===== src/rtl/vga_sync_gen.sv =====
// Raster timing master: pixel divider, h/v counters, registered sync/blank decodes,
// frame-start pulse and the frame-rate animation toggle.
module vga_sync_gen #(
    parameter int CLK_DIV     = 2,
    parameter int H_VISIBLE   = 640,
    parameter int H_FRONT     = 16,
    parameter int H_SYNC      = 96,
    parameter int H_BACK      = 48,
    parameter int V_VISIBLE   = 480,
    parameter int V_FRONT     = 10,
    parameter int V_SYNC      = 2,
    parameter int V_BACK      = 33,
    parameter int ANIM_FRAMES = 30
) (
    input  logic       clk,
    input  logic       reset,
    output logic [9:0] h_counter,
    output logic [9:0] v_counter,
    output logic       hsync,
    output logic       vsync,
    output logic       video_on,
    output logic       blank_n,
    output logic       sync_n,
    output logic       vga_clk,
    output logic       pix_en,
    output logic       frame_start,
    output logic       troca
);
    localparam int H_TOTAL  = H_VISIBLE + H_FRONT + H_SYNC + H_BACK;
    localparam int V_TOTAL  = V_VISIBLE + V_FRONT + V_SYNC + V_BACK;
    localparam int HS_START = H_VISIBLE + H_FRONT;
    localparam int HS_END   = HS_START + H_SYNC;
    localparam int VS_START = V_VISIBLE + V_FRONT;
    localparam int VS_END   = VS_START + V_SYNC;
    localparam int DW       = (CLK_DIV > 1) ? $clog2(CLK_DIV) : 1;
    localparam int FW       = (ANIM_FRAMES > 1) ? $clog2(ANIM_FRAMES) : 1;

    logic [DW-1:0] div_q, div_d;
    logic [9:0]    h_q, h_d, v_q, v_d;
    logic [FW-1:0] frm_q, frm_d;
    logic          hsync_q, hsync_d, vsync_q, vsync_d, von_q, von_d;
    logic          fs_q, fs_d, troca_q, troca_d;
    logic          line_end, frame_end;

    assign pix_en    = (div_q == DW'(CLK_DIV - 1));
    assign line_end  = (h_q == 10'(H_TOTAL - 1));
    assign frame_end = line_end && (v_q == 10'(V_TOTAL - 1));

    always_comb begin
        div_d   = pix_en ? '0 : div_q + 1'b1;
        h_d     = h_q;
        v_d     = v_q;
        frm_d   = frm_q;
        troca_d = troca_q;
        fs_d    = 1'b0;
        hsync_d = hsync_q;
        vsync_d = vsync_q;
        von_d   = von_q;
        if (pix_en) begin
            h_d = line_end ? 10'd0 : h_q + 10'd1;
            if (line_end) v_d = frame_end ? 10'd0 : v_q + 10'd1;
            if (frame_end) begin
                fs_d = 1'b1;
                if (frm_q == FW'(ANIM_FRAMES - 1)) begin
                    frm_d   = '0;
                    troca_d = ~troca_q;
                end else begin
                    frm_d = frm_q + 1'b1;
                end
            end
            // Decode the next-state counters so the registered outputs line up with them.
            hsync_d = !((h_d >= 10'(HS_START)) && (h_d < 10'(HS_END)));
            vsync_d = !((v_d >= 10'(VS_START)) && (v_d < 10'(VS_END)));
            von_d   = (h_d < 10'(H_VISIBLE)) && (v_d < 10'(V_VISIBLE));
        end
    end

    always_ff @(posedge clk or negedge reset) begin
        if (!reset) begin
            div_q   <= '0;
            h_q     <= '0;
            v_q     <= '0;
            frm_q   <= '0;
            troca_q <= 1'b0;
            fs_q    <= 1'b0;
            hsync_q <= 1'b1;
            vsync_q <= 1'b1;
            von_q   <= 1'b0;
        end else begin
            div_q   <= div_d;
            h_q     <= h_d;
            v_q     <= v_d;
            frm_q   <= frm_d;
            troca_q <= troca_d;
            fs_q    <= fs_d;
            hsync_q <= hsync_d;
            vsync_q <= vsync_d;
            von_q   <= von_d;
        end
    end

    generate
        if (CLK_DIV == 1) begin : g_vclk_const
            assign vga_clk = 1'b1;
        end else begin : g_vclk_div
            assign vga_clk = (div_q >= DW'(CLK_DIV / 2));
        end
    endgenerate

    assign h_counter   = h_q;
    assign v_counter   = v_q;
    assign hsync       = hsync_q;
    assign vsync       = vsync_q;
    assign video_on    = von_q;
    assign blank_n     = von_q;
    assign sync_n      = 1'b0;
    assign frame_start = fs_q;
    assign troca       = troca_q;
endmodule


===== config.mk =====
export PLATFORM = sky130hd
export DESIGN_NAME = vga_sync_gen
export DESIGN_NICKNAME = d
export VERILOG_FILES = /design/src/rtl/vga_sync_gen.sv
export SDC_FILE = /design/constraint.sdc
export NUM_CORES = 1
export LEC_CHECK = 0
export BUFFER_PORTS_ARGS = -buffer_cell sky130_fd_sc_hd__clkbuf_2
export CORE_MARGIN = 3
export CORE_UTILIZATION = 60
export DETAILED_ROUTE_END_ITERATION = 12
export GPL_TIMING_DRIVEN = 0
export PLACE_DENSITY = 0.94
export REMOVE_ABC_BUFFERS = 1
export SETUP_SLACK_MARGIN = 0.1
export SYNTH_ARGS = -nofsm -noshare
export SYNTH_HDL_FRONTEND = slang
export SYNTH_SLANG_ARGS = --single-unit

===== constraint.sdc =====
create_clock -name clk -period 4.8 [get_ports clk]
set_input_delay 1.2 -clock clk [delete_from_list [all_inputs] [get_ports clk]]
set_output_delay 1.2 -clock clk [all_outputs]
set_load 0.005 [all_outputs]

Word level (Yosys, flattened, before mapping). Index checks and enable logic that the tools add are counted.

Flip-flop bits (word level): 31. Logic and storage cells: 40. Input bits: 2.

Bitwise operators: 1. Equal/unequal tests: 3. Magnitude comparators: 7. Muxes and demuxes: 8. Reductions and logical operators: 8. Add/subtract/negate cells: 4.

Operators by type and width (count): 2-to-1 mux 10 bit (4); adder 10 x 1 -> 10 bit (second input constant) (2); == test 10 bit (second input constant) (2); < comparator 10 bit (second input constant) (2); < comparator 10 x 9 -> 1 bit (second input constant) (2); >= comparator 10 bit (second input constant) (1); >= comparator 10 x 9 -> 1 bit (second input constant) (1); adder 5 x 1 -> 5 bit (second input constant) (1); == test 5 bit (second input constant) (1); 2-to-1 mux 5 bit (1); logical AND 1 bit (4); 2-to-1 mux 1 bit (3); AND reduction 3 bit (1); zero test 1 bit (2); AND reduction 2 bit (1); adder 1 bit (second input constant) (1); >= comparator 1 bit (second input constant) (1); inverter 1 bit (1).

Depth between registers and ports, before layout.
Word-level depth: 8. Mapped depth: 9.

Worst setup path after synthesis. No wires, ideal clock.

Kind: register to register. From: register h_q[6] (netlist: h_counter[6]). To: register v_q[7] (netlist: v_counter[7]). Path slack: 2.558 ns. Cell stages (with the launch flop): 7. Setup time: 0.104 ns. Clock period less this slack: 2.242 ns. Data arrival time: 2.138 ns. Cells stage by stage: dfrtp_1 > buf_6 > or4b_4 > or3_1 > buf_2 > or3_4 > o41ai_2.

Longest elaborated chain between the ends: 5.

RTL lines: start, declared (line 39) `logic [9:0] h_q, h_d, v_q, v_d;`; start signal, assigned (line 81) `h_q <= '0;`; start signal, assigned (line 91) `h_q <= h_d;`; == test 10 bit (*) (line 46) `assign line_end = (h_q == 10'(H_TOTAL - 1));`; logical AND 1 bit (line 47) `assign frame_end = line_end && (v_q == 10'(V_TOTAL - 1));`; 2-to-1 mux 10 bit (line 61) `if (line_end) v_d = frame_end ? 10'd0 : v_q + 10'd1;`; 2-to-1 mux 10 bit (*) (line 61); 2-to-1 mux 10 bit (*) (line 59) `if (pix_en) begin`; end signal, assigned (line 92) `v_q <= v_d;`; end, declared (line 39).

Every way passes the cells marked *; elsewhere a longest branch is shown, timed or not. The select of a mux whose other input is x is not followed. A chain may end at the register's enable or synchronous reset.

Worst setup path after layout.
From: register h_q[5] (netlist: h_counter[5]). To: register v_q[7] (netlist: v_counter[7]).

The elaborated chain is that of the path after synthesis.

==> summary.md <==
| Metric | Value |
|---|---|
| Total wire length | 3.978 mm |
| CTS tree | built |
| Min cycle time layout | 2.741 ns |
| DR top layer | met4 |
| WL met3 | around 260 microns |
| Fin. Hold Viols | 0 |
| CTS Root Buffer Type | clkbuf_4 |
| Ys async rst share | 100.0% |
| Slowest CP cell | nor3_2 |
| Worst Setup Path Type | flop to flop |
| Synth Area per Inst | 8.967 sq um |
| CTS max path bufs | 2 |
| Complex-gate fraction of the synthesized area | 15.28% |
| Net Switching | between 0.00009 and 0.0001 W |
| Via count | 1634 |
| Met2 routed WL | 1.888 mm |
| Post-synth EDFFs | 0 |
| Mux contribution to synthesized area | 2.259% |
| Placeable Area | 2877 sq um |
| Synth cell types | 50 |
| Slew Viols, Final | 0 |
| Post-synth design cell area | 1883 sq um |
| Flops & latches, synth | 31 |
| Sw frac | 20.30% |
| Maxcap violations | 0 |
| Largest net degree at the start of global routing | 32 |
| Hold buffers post-CTS | 0 |
| Clk_skew | just under 0.008 ns |
| Initial Util | 65.46% |
| Cell family with most CP delay | simple AND/OR/NAND/NOR gates |
| Met1 WL | 1.757 mm |
| Layout cells sized above 1 | ~23% |
| Crit share post-route | 57.11% |
| Fraction of the yosys area taken by sequential cells | 41.33% |
| Pin slew with the least headroom to its limit | 0.8115 ns |
| Drt first pass iters | 5 |
| Max stage delay on crit path | roughly 0.68 ns |
| Placed Area | 1971 sq um |
| Rows | 19 |
| Clk sinks | 31 |
| Status | finished clean |
| Syn Inst Count | 210 |
| Number of buffers and inverters on the critical path | 0 |
| CP startpoint kind | flop |
| Die area | 3846 sq um |
| Multi-input logic area | 965.9 sq um |
| Worst slew margin | 45.61% |
| Critical Path, Cell by Cell | or4b_4 -> nor3_2 -> nand2_1 -> o21ai_0 -> o41ai_2 |
| GRT overflow | 0 |
| RSZ-0062 raised after global routing | no |
| Routed len/inst | 14.52 microns |
| Io pins | 31 |
| Hold crit path type | flop to flop |
| Post-CTS Resized | 0 |
| Synthesis-to-finish area growth | 9.502% |
| Maximum VDD drop | 0.2070 mV |
| Internal | ~0.00038 W |
| Number of port buffers | 29 |
| Routed Antenna Nets | 0 |
| DP Wirelength | 2.875 mm |
| Clock Power Share | roughly 45% |
| Num CTS Buffers | 5 |
| XOR/XNOR Fraction of Synth Area | 5.116% |
| Worst setup EP type | flop |
| Commonest register cell after synthesis | dfrtp_1 |
| Simple-Gate Fraction of Synth Area | 24.19% |
| Ant. Diodes | 0 |
| Static leakage power | 0.9343 nW |
| Comb pwr share | under 10% |
| Final TNS setup | 0 ns |
| Height of the die | 62.02 microns |
| Initial antenna violation count | 0 |
| Required time worst endpoint | 5.02 ns |
| Worst Path Max Fanout | 14 |
| Initial DRC Count | 125 |
| Seq pwr share | 54.1% |
| Final setup fails | 0 |
| Die span in x | 62.02 microns |
| Largest family of logic cells by synthesized area | simple AND/OR/NAND/NOR gates |
| FF/Latch Area | roughly 780 sq um |
| Post CTS Setup Buffer Count | 0 |
| Final Wtd Congestion | 0.8667 |
| DR vias/cell | 5.964 |
| Worst-path clk slew | 0.10 ns |
| Number of global-route vias before repair | 1496 |
| Pwr Density | 233.8 nW/um^2 |
| Nets | 239 |
| Fill cells | around 220 |
| GRT Resource Usage Total | 22.61% |
| Yosys warns | 0 |
| H-tree levels | 2 |
| CP arrival | a little under 3 ns |
| First-pass GRT wire length | about 6.5 mm |
| F_max | ~360 MHz |
| Adder-Cell Fraction of Synth Area | 3.987% |
| Final instance area | around 2100 sq um |
| # DRC | 0 |
| Final core occ | 71.68% |
| Commonest cells after routing, fill and taps aside | 29 x dfrtp_1, 29 x clkbuf_2, 21 x nor2_1 |
| Clk Latency, worst-skew pair | 0.34 ns |
[metal layers]
metal | track usage (%) | up-vias
met5 | 0 | -
met4 | 10.61 | 0
met3 | 6.612 | 12
met2 | 34.62 | 62
met1 | 29.29 | 775
li1 | - | 785
[synthesized netlist by cell type (2+ instances only)]
master,count,area share (%)
clkbuf_8,2,1.5
a21oi_1,9,2.4
nor2_1,21,4.2
inv_1,9,1.8
buf_6,2,1.2
ha_1,6,4.0
dfrtp_1,29,39
nand3_1,14,3.7
nand4_1,6,2.0
dfstp_2,2,2.8
and3_1,4,1.3
nand2_1,20,4.0
nor3_1,7,1.9
xor2_1,4,1.9
a31oi_1,5,1.7
o31ai_1,5,2.0
buf_4,4,1.6
or3_1,3,1.0
buf_2,2,0.53
mux2i_1,2,1.1
o21ai_0,14,3.7
or3_2,2,0.80
mux2_2,2,1.2
clkbuf_1,4,0.80
xnor2_1,7,3.3
[per-stage QoR]
step | total power (W) | cells | worst slack, ns | hold slack (ns)
after detailed placement | 0.0002718 | 266 | 1.573 | 0.4627
after floorplan | 0.0002664 | 195 | 2.196 | 0.4509
final | 0.0004822 | 274 | 2.059 | 0.4788
after global routing | 0.0004976 | 274 | 1.835 | 0.5052
after global placement | 0.0002717 | 266 | 1.688 | 0.4583
after CTS | 0.0004860 | 274 | 1.554 | 0.4791
[power groups by stage]
| stage | combinational [W] | clock [W] | sequential (W) |
|---|---|---|---|
| after detailed placement | 0.00000570 | 0 | 0.000266 |
| after floorplan | 0.000000169 | 0 | 0.000266 |
| after CTS | 0.00000560 | 0.000219 | 0.000261 |
| final | 0.00000521 | 0.000216 | 0.000261 |
| after global placement | 0.00000561 | 0 | 0.000266 |
| after global routing | 0.00000641 | 0.000230 | 0.000261 |
[flip-flops by register name, summed over array words and instances (netlist names)]
register / count
h_counter: 10
v_counter: 10
frm_q: 5
blank_n: 1
frame_start: 1
hsync: 1
pix_en: 1
troca: 1
vsync: 1
[cell families after synthesis]
| family | Yosys count |
|---|---|
| AO/OA/AOI/OAI | 44 |
| XOR/XNOR | 11 |
| other | 1 |
| buffers and inverters | 24 |
| flip-flops | 31 |
| AND/OR/NAND/NOR | 89 |
| adder cells (fa/ha/maj) | 6 |
| multiplexers | 4 |
[worst paths after layout]
| check | from | end | slack [ns] | cells past startpoint |
|---|---|---|---|---|
| setup / recovery | h_counter[5] | v_counter[7] | 2.06 | 5 |
| hold / removal | troca | troca | 0.48 | 1 |
| setup reg to reg | h_counter[5] | v_counter[7] | 2.06 | 5 |
| hold reg to reg | troca | troca | 0.48 | 1 |
| max in group asynchronous | reset | frame_start | 3.42 | 1 |
| min in group asynchronous | reset | v_counter[9] | 0.91 | 1 |
[layout make-up]
cell class / instances / area share, %
clock inverter: 2 / 1.699
timing repair buffer: 29 / 7.039
multi-input combinational: 155 / 46.84
inverter: 9 / 1.638
sequential: 31 / 37.74
tap: 42 / 2.549
clock buffer: 6 / 2.488
No activity file was read; power rests on OpenSTA's default activity.
